File: config.mk
export PLATFORM = sky130hd
export DESIGN_NAME = alu_seq_ctrl
export DESIGN_NICKNAME = d
export VERILOG_FILES = /design/src/rtl/alu_seq_ctrl.sv
export SDC_FILE = /design/constraint.sdc
export NUM_CORES = 1
export LEC_CHECK = 0
export BUFFER_PORTS_ARGS = -buffer_cell sky130_fd_sc_hd__buf_2
export CELL_PAD_IN_SITES_DETAIL_PLACEMENT = 1
export CELL_PAD_IN_SITES_GLOBAL_PLACEMENT = 2
export CORE_MARGIN = 2
export CORE_UTILIZATION = 34
export DETAILED_ROUTE_END_ITERATION = 8
export HOLD_SLACK_MARGIN = 0.12
export PLACE_DENSITY = 0.94
export SKIP_LAST_GASP = 1
export SLEW_MARGIN = 20
export SYNTH_ARGS = -nofsm -noshare
export SYNTH_HDL_FRONTEND = slang
export SYNTH_SLANG_ARGS = --single-unit
File: constraint.sdc
create_clock -name clk -period 2.5 [get_ports clk]
set_clock_uncertainty 0.05 [all_clocks]
set_input_delay 0.5 -clock clk [delete_from_list [all_inputs] [get_ports clk]]
set_output_delay 0.5 -clock clk [all_outputs]
set_load 0.01 [all_outputs]
File: src/rtl/alu_seq_ctrl.sv
// rtl/alu_seq_ctrl.sv - instruction sequencer FSM for the 16-register ALU datapath
//
// Purpose:
//    Accepts one 16-bit instruction per valid/ready handshake, captures it, and
//    steps IDLE -> DECODE -> EXECUTE -> WRITEBACK, driving the datapath controls.
//
// Ports:
//    clk          in   1   rising-edge clock
//    reset        in   1   asynchronous active-low reset
//    instr        in   16  [15:12] major, [11:8] Rdest, [7:4] ext/imm hi, [3:0] Rsrc/imm lo
//    instr_valid  in   1   instr is valid
//    instr_ready  out  1   FSM is in IDLE (decoded from state only)
//    sel_a        out  4   operand-A register select
//    sel_b        out  4   operand-B register select
//    imm_sel      out  1   operand B comes from imm_out
//    imm_out      out  16  sign-extended immediate
//    alu_op       out  8   ALU opcode
//    buff_en      out  1   result buffer enable (EXECUTE, WRITEBACK)
//    reg_en       out  16  one-hot register write enable (WRITEBACK)
//    busy         out  1   FSM not in IDLE
//    done         out  1   one-cycle retire pulse (WRITEBACK)
//    retired_cnt  out  16  retired-instruction count (only with ALU_SEQ_CTRL_CNT_EN)
//
// Configuration macro: ALU_SEQ_CTRL_CNT_EN adds the retired_cnt port and counter.

module alu_seq_ctrl (
   input  logic        clk,
   input  logic        reset,
   input  logic [15:0] instr,
   input  logic        instr_valid,
   output logic        instr_ready,
   output logic [3:0]  sel_a,
   output logic [3:0]  sel_b,
   output logic        imm_sel,
   output logic [15:0] imm_out,
   output logic [7:0]  alu_op,
   output logic        buff_en,
   output logic [15:0] reg_en,
   output logic        busy,
   output logic        done
`ifdef ALU_SEQ_CTRL_CNT_EN
   ,
   output logic [15:0] retired_cnt
`endif
);

   typedef enum logic [1:0] {
      S_IDLE      = 2'd0,
      S_DECODE    = 2'd1,
      S_EXECUTE   = 2'd2,
      S_WRITEBACK = 2'd3
   } state_t;

   state_t      r_state;
   state_t      w_next_state;
   logic [15:0] r_instr;

   logic        w_accept;
   logic [15:0] w_src;
   logic [3:0]  w_major;
   logic [3:0]  w_rdest;
   logic [3:0]  w_ext;
   logic [3:0]  w_rsrc;
   logic [7:0]  w_alu_op;
   logic        w_imm_sel;
   logic [15:0] w_imm_out;
   logic        w_is_cmp;

   logic [3:0]  w_sel_a_nxt;
   logic [3:0]  w_sel_b_nxt;
   logic        w_imm_sel_nxt;
   logic [15:0] w_imm_out_nxt;
   logic [7:0]  w_alu_op_nxt;
   logic        w_buff_en_nxt;
   logic [15:0] w_reg_en_nxt;
   logic        w_done_nxt;

   assign instr_ready = (r_state == S_IDLE);
   assign busy        = (r_state != S_IDLE);
   assign w_accept    = instr_valid && instr_ready;

   // On the accept edge the outputs must already reflect the new instruction,
   // so decode the live input then; afterwards decode the captured copy.
   assign w_src   = w_accept ? instr : r_instr;
   assign w_major = w_src[15:12];
   assign w_rdest = w_src[11:8];
   assign w_ext   = w_src[7:4];
   assign w_rsrc  = w_src[3:0];

   always_comb begin
      w_alu_op  = 8'h00;
      w_imm_sel = 1'b0;
      w_imm_out = 16'h0000;
      if (w_major == 4'h0) begin
         w_alu_op = {4'h0, w_ext};
      end else begin
         w_alu_op  = {w_major, 4'h0};
         w_imm_sel = 1'b1;
         w_imm_out = {{8{w_src[7]}}, w_src[7:0]};
      end
   end

   // Compare ops only update flags, so they never write the register bank.
   assign w_is_cmp = (w_alu_op == 8'h0B) || (w_alu_op == 8'hB0);

   always_ff @(posedge clk or negedge reset) begin
      if (!reset) begin
         r_state <= S_IDLE;
         r_instr <= 16'h0000;
      end else begin
         r_state <= w_next_state;
         if (w_accept) begin
            r_instr <= instr;
         end
      end
   end

   // Next state plus next values of the registered outputs, keyed on the
   // state being entered so each flop shows its value during that state.
   always_comb begin
      w_next_state  = r_state;
      w_sel_a_nxt   = 4'h0;
      w_sel_b_nxt   = 4'h0;
      w_imm_sel_nxt = 1'b0;
      w_imm_out_nxt = 16'h0000;
      w_alu_op_nxt  = 8'h00;
      w_buff_en_nxt = 1'b0;
      w_reg_en_nxt  = 16'h0000;
      w_done_nxt    = 1'b0;

      case (r_state)
         S_IDLE:      if (w_accept) w_next_state = S_DECODE;
         S_DECODE:    w_next_state = S_EXECUTE;
         S_EXECUTE:   w_next_state = S_WRITEBACK;
         S_WRITEBACK: w_next_state = S_IDLE;
         default:     w_next_state = S_IDLE;
      endcase

      if (w_next_state != S_IDLE) begin
         w_sel_a_nxt   = w_rdest;
         w_sel_b_nxt   = w_rsrc;
         w_imm_sel_nxt = w_imm_sel;
         w_imm_out_nxt = w_imm_out;
         w_alu_op_nxt  = w_alu_op;
      end
      if ((w_next_state == S_EXECUTE) || (w_next_state == S_WRITEBACK)) begin
         w_buff_en_nxt = 1'b1;
      end
      if (w_next_state == S_WRITEBACK) begin
         w_done_nxt = 1'b1;
         if (!w_is_cmp) begin
            w_reg_en_nxt = 16'h0001 << w_rdest;
         end
      end
   end

   always_ff @(posedge clk or negedge reset) begin
      if (!reset) begin
         sel_a   <= 4'h0;
         sel_b   <= 4'h0;
         imm_sel <= 1'b0;
         imm_out <= 16'h0000;
         alu_op  <= 8'h00;
         buff_en <= 1'b0;
         reg_en  <= 16'h0000;
         done    <= 1'b0;
      end else begin
         sel_a   <= w_sel_a_nxt;
         sel_b   <= w_sel_b_nxt;
         imm_sel <= w_imm_sel_nxt;
         imm_out <= w_imm_out_nxt;
         alu_op  <= w_alu_op_nxt;
         buff_en <= w_buff_en_nxt;
         reg_en  <= w_reg_en_nxt;
         done    <= w_done_nxt;
      end
   end

`ifdef ALU_SEQ_CTRL_CNT_EN
   logic [15:0] r_retired_cnt;

   // Counts at the edge that ends the done pulse; wraps naturally at 16 bits.
   always_ff @(posedge clk or negedge reset) begin
      if (!reset) begin
         r_retired_cnt <= 16'h0000;
      end else if (done) begin
         r_retired_cnt <= r_retired_cnt + 16'h0001;
      end
   end

   assign retired_cnt = r_retired_cnt;
`endif

endmodule

==> reports/qor.yml, run 1 <==
floorplanning:
  coreArea_mm2: 0.00679
  ios: 72
  die_h_um: 87.8
  die_area_mm2: 0.00771
  start_util_pct: 35.2
  rows: 30
  die_w_um: 87.8
sta:
  fin_crit_sh_pct: 86.5
  slew_viol_final: 0
  slew_headroom_pct: 57.6
  finalSetupTns_ns: 0
  rsz0062_at_grt: "no"
  layout_min_cycle_time_ns: 2.16
  setup_violations: 0
  fmax_mhz: 462
  worstMarginPinSlew_ns: 0.636
  hold_violations: 0
power:
  combPwrFrac_pct: 40.4
  p_clk_share_pct: 22.3
  p_leak_nw: 1.62
  power_density_mw_per_mm2: 1320
  intPower_mw: 2.44
  pwr-share-seq_pct: 37.3
  swShare_pct: 38.2
  peakVddDrop_v: 0.000650
  power_switching_mw: 1.51
critical_path:
  critical_path_class: "register to register"
  worstSetupStartpointType: "register"
  critPathMaxFanout: 17
  ff2ff_setup_slack_ns: 0.34
  required_ns: 2.64
  worst_r2r_startpoint: "buff_en"
  r2r_end: "reg_en[8]"
  endpoint_kind: "register"
  worstPathArrival_ns: 2.31
  ff2ff_path_depth: 6
logic_synthesis:
  ys_seq_area_share_pct: 62.9
  synth_edf_count: 0
  synth_flop_cell: "dfrtp_1"
  ys_ff_latch: 60
  synthArstFlopShare_pct: 100
  syn_area_per_cell_um2: 11.5
  synthTopCellsByArea: "dfrtp_1 63%, nor2_1 5.0%, mux2i_1 3.4%"
  synth_top_area_share_pct: 62.9
  yosysWarningCount: 0
  syn_nets: 230
  syn-cell-area_mm2: 0.00239
  synthDistinctLibCells: 34
  syn_inst: 208
  synth_area_leader_cell: "dfrtp_1"
routing:
  drt_iter0_markers: 94
  num_vias: 1719
  drc_errors: 0
  drtPass1Iterations: 4
  viasPerCell: 4.54
  wire_per_inst_um: 14.6
  ant_nets: 0
  totalWireLength_um: 5530
cts:
  cts_tree: "yes"
  cts.clk_slew.worst_paths_ns: 0.06
  cts_resized: 0
  h-tree-depth: 3
  hold_buffers: 0
  clock_latency_ns: 0.32
  cts_buffers: 9
  cts_max_path_buffers: 2
  root_buffer: "clkbuf_8"
  post-cts-setup-buffer-count: 0
  cts_num_sinks: 60
final_layout:
  nets: 301
  fillers: 769
  final_area_mm2: 0.00300
  multi_input_area_um2: 741
  layout-drive-gt1-share_pct: 35.0
  diodes: 0
  area_growth_pct: 25.6
  seqCellArea_mm2: 0.00150
global_routing:
  antenna_found_initial: 0
  grt_use_total_pct: 15.6
  first_global_vias: 1789
  grt_remaining_overflow: 0
  grt_pass1_wl_um: 8890
  grt_max_degree: 34
placed_design:
  io_buffers: 71
  place_area_mm2: 0.00280
  gp_congestion: 0.840
  dp_hpwl_um: 4130
run_status:
  status: "completed"
flow_run:
  cap_violations: 0
worst_hold_path:
  hold_class: "input port to asynchronous set/reset pin"
==> critical path, stage by stage, from the launching register on <==
cell and delay (ns):
dfrtp_1 0.40, inv_1 0.10, ha_1 0.37, nand2_2 0.33, mux2_4 0.43, o221ai_2 0.26
nor2_1 0.09
==> cell type report <==
class	count	share of cell area (%)
multi-input combinational	121	24.7
clock inverter	1	1.00
tap	96	4.00
timing repair buffer	73	12.8
inverter	14	1.75
clock buffer	14	5.75
sequential	60	50.0
==> metal layers <==
metal | GRT usage (%) | vias to the layer above | part of all wire (%)
met5 | 0 | - | 0
met2 | 25.4 | 37 | 52
li1 | - | 819 | -
met4 | 8.11 | 0 | 0.89
met3 | 3.96 | 2 | 4.9
met1 | 19.1 | 861 | 42
==> layout by cell type, fill, tap and decap left out, types with 2 or more instances in the layout <==
| cell | instances |
|---|---|
| nor3b_1 | 6 |
| o21ai_1 | 3 |
| clkbuf_8 | 12 |
| clkbuf_1 | 2 |
| dfrtp_1 | 60 |
| nand2_1 | 20 |
| nor2_1 | 32 |
| nor2b_1 | 3 |
| nand4b_1 | 2 |
| nor3_1 | 9 |
| o221ai_2 | 2 |
| a21o_1 | 2 |
| ha_1 | 3 |
| o21ai_0 | 3 |
| inv_1 | 13 |
| o21ai_2 | 2 |
| a21oi_1 | 8 |
| mux2i_1 | 8 |
| buf_2 | 71 |
| and3_1 | 5 |
==> flip-flops by register name, indices dropped and copies added, names as in the netlist <==
signal / flops
r_state: 1
reg_en: 16
sel_a: 4
buff_en: 1
sel_b: 4
imm_sel: 1
imm_out: 8
r_instr: 16
done: 1
alu_op: 8
==> how the worst max path moves through the flow <==
stage | from | to | slack, ns | depth (start not counted)
finish | buff_en | reg_en[8] | 0.34 | 6
CTS | buff_en | reg_en[8] | 0.32 | 6
floorplan | buff_en | reg_en[10] | 0.73 | 7
global placement | buff_en | reg_en[10] | 0.49 | 6
global route | buff_en | reg_en[10] | 0.19 | 6
detailed placement | buff_en | reg_en[8] | 0.35 | 6
==> kinds of logic after synthesis <==
logic type               share of synthesized area [%]
adder cells (fa/ha/maj)                           1.57
multiplexers                                      3.98
flip-flops                                        62.9
AND/OR/NAND/NOR                                   16.4
buffers and inverters                             6.13
AO/OA/AOI/OAI                                     9.01
==> per-stage QoR <==
step / setup WS (ns) / hold slack (ns) / utilization, % / total power [mW] / std cells
2_1_floorplan: 0.733 / 0.154 / - / 2.58 / 208
3_3_place_gp: 0.491 / 0.445 / 41.2 / 3.05 / 364
3_5_place_dp: 0.351 / 0.449 / 41.2 / 3.11 / 364
4_1_cts: 0.324 / 0.158 / 44.2 / 4.01 / 379
5_1_grt: 0.191 / 0.184 / 44.2 / 4.25 / 379
6_report: 0.337 / 0.144 / 44.2 / 3.95 / 379
==> Yosys cell counts, types with 2 or more instances <==
cell type and n:
nor2b_1 3, nor3b_1 6, a21o_1 2, nand2_1 20, buf_4 9, inv_1 13
buf_2 3, nor3_1 9, mux2i_1 8, nand4b_1 2, nor2_1 32, and3_1 5
o21ai_2 2, o21ai_0 3, ha_1 3, dfrtp_1 60, o21ai_1 3, a21oi_1 8
o221ai_2 2
==> power by group through the flow <==
stage,combinational (mW),clock [mW],sequential [mW]
6_report,1.59,0.882,1.47
5_1_grt,1.78,0.957,1.51
4_1_cts,1.63,0.909,1.48
3_5_place_dp,1.62,0,1.49
3_3_place_gp,1.57,0,1.48
2_1_floorplan,1.01,0,1.58
(Power assumes the default switching activity.)
==> run 2: changes to the inputs <==
- BUFFER_PORTS_ARGS: -buffer_cell sky130_fd_sc_hd__buf_2 -> -buffer_cell sky130_fd_sc_hd__buf_4
==> reports/qor.yml, run 2 (same netlist as run 1, synthesis figures left out) <==
run_status:
  status: "completed"
cts:
  cts_num_sinks: 60
  cts_tree: "yes"
  post-cts-setup-buffer-count: 0
  cts_max_path_buffers: 2
  clock_latency_ns: 0.34
  hold_buffers: 0
  cts.clk_slew.worst_paths_ns: 0.07
  cts_resized: 0
  root_buffer: "clkbuf_8"
  h-tree-depth: 3
  cts_buffers: 9
sta:
  setup_violations: 0
  hold_violations: 0
  worstMarginPinSlew_ns: 0.730
  slew_headroom_pct: 51.3
  fmax_mhz: 474
  slew_viol_final: 0
  rsz0062_at_grt: "no"
  finalSetupTns_ns: 0
  layout_min_cycle_time_ns: 2.11
  fin_crit_sh_pct: 84.4
global_routing:
  grt_pass1_wl_um: 8960
  grt_max_degree: 61
  first_global_vias: 1858
  antenna_found_initial: 0
  grt_remaining_overflow: 0
  grt_use_total_pct: 16.0
final_layout:
  final_common_cell: "buf_4"
  largestRegisters: "r_instr: 16 flops, reg_en: 16 flops"
  area_growth_pct: 32.2
  layout-drive-gt1-share_pct: 35.3
  fillers: 753
  mostFrequentLayoutCells: "72 x buf_4, 60 x dfrtp_1, 32 x nor2_1"
  diodes: 0
  final_util_pct: 46.5
  final_area_mm2: 0.00316
  nets: 300
critical_path:
  slowest_delay_ns: 0.42
  cp_num_buf_inv: 1
  cp_cell_sequence: "inv_1, ha_1, nand2_2, mux2_4, o221ai_2, nor2_1"
  r2r_end: "reg_en[10]"
  worst_r2r_startpoint: "buff_en"
  worstSetupStartpointType: "register"
  ff2ff_path_depth: 6
  cp_slowest_cell: "mux2_4"
  critical_path_class: "register to register"
  worstPathArrival_ns: 2.27
  required_ns: 2.66
  critPathTopFamily: "multiplexers"
  ff2ff_setup_slack_ns: 0.39
  critPathMaxFanout: 17
  endpoint_kind: "register"
routing:
  wire_per_inst_um: 14.5
  num_vias: 1717
  totalWireLength_um: 5510
  drtPass1Iterations: 4
  viasPerCell: 4.53
  ant_nets: 0
  drc_errors: 0
  drt_iter0_markers: 46
floorplanning:
  die_area_mm2: 0.00771
  die_w_um: 87.8
  die_h_um: 87.8
  start_util_pct: 35.2
  rows: 30
  coreArea_mm2: 0.00679
  ios: 72
power:
  peakVddDrop_v: 0.000508
  p_leak_nw: 1.64
  power_density_mw_per_mm2: 1300
placed_design:
  dp_hpwl_um: 4140
  gp_congestion: 0.846
  place_area_mm2: 0.00296
  io_buffers: 71
worst_hold_path:
  hold_class: "input port to asynchronous set/reset pin"
flow_run:
  cap_violations: 0
-- run 2: cell count changes in the layout (fill, tap and decap cells not counted) --
cell        change
clkinv_2        +2
buf_12          -1
clkinvlp_4      +1
buf_4          +71
buf_2          -71
clkbuf_1        -1
clkbuf_8        -1
-- run 2: metrics by stage --
stage,std cells,total power [mW],hold slack [ns],worst slack (ns)
after CTS,379,4.16,0.191,0.352
final,379,4.10,0.172,0.391
after global placement,363,3.21,0.444,0.505
after global routing,379,4.43,0.227,0.161
after detailed placement,363,3.27,0.445,0.366
after floorplan,208,2.58,0.154,0.733
-- run 2: layout make-up --
| type | count | area [um^2] | share of cell area [%] |
|---|---|---|---|
| Sequential cell | 60 | 1500 | 47.5 |
| Multi-Input combinational cell | 121 | 741 | 23.5 |
| Timing Repair Buffer | 72 | 541 | 17.1 |
| Clock buffer | 12 | 155 | 4.91 |
| Tap cell | 96 | 120 | 3.80 |
| Inverter | 14 | 52.6 | 1.66 |
| Clock inverter | 4 | 47.5 | 1.51 |
-- run 2: worst max path at each step --
stage | end | start | cells past startpoint
after global routing | reg_en[2] | buff_en | 6
final | reg_en[10] | buff_en | 6
after floorplan | reg_en[10] | buff_en | 7
after global placement | reg_en[10] | buff_en | 6
after detailed placement | reg_en[10] | buff_en | 6
after CTS | reg_en[10] | buff_en | 6
-- run 2: metal layers --
layer | track usage (%) | up-vias | part of all wire [%]
li1 | - | 817 | -
met1 | 18.3 | 850 | 41
met2 | 26.5 | 38 | 51
met3 | 4.43 | 12 | 4.6
met4 | 9.65 | 0 | 2.7
met5 | 0 | - | 0
-- run 2: power breakdown --
| part | switching [mW] | internal [mW] | leakage, nW | total, mW |
|---|---|---|---|---|
| Sequential | 0.158 | 1.33 | 0.776 | 1.48 |
| Combinational | 1.02 | 0.723 | 0.757 | 1.74 |
| Clock | 0.363 | 0.511 | 0.102 | 0.874 |
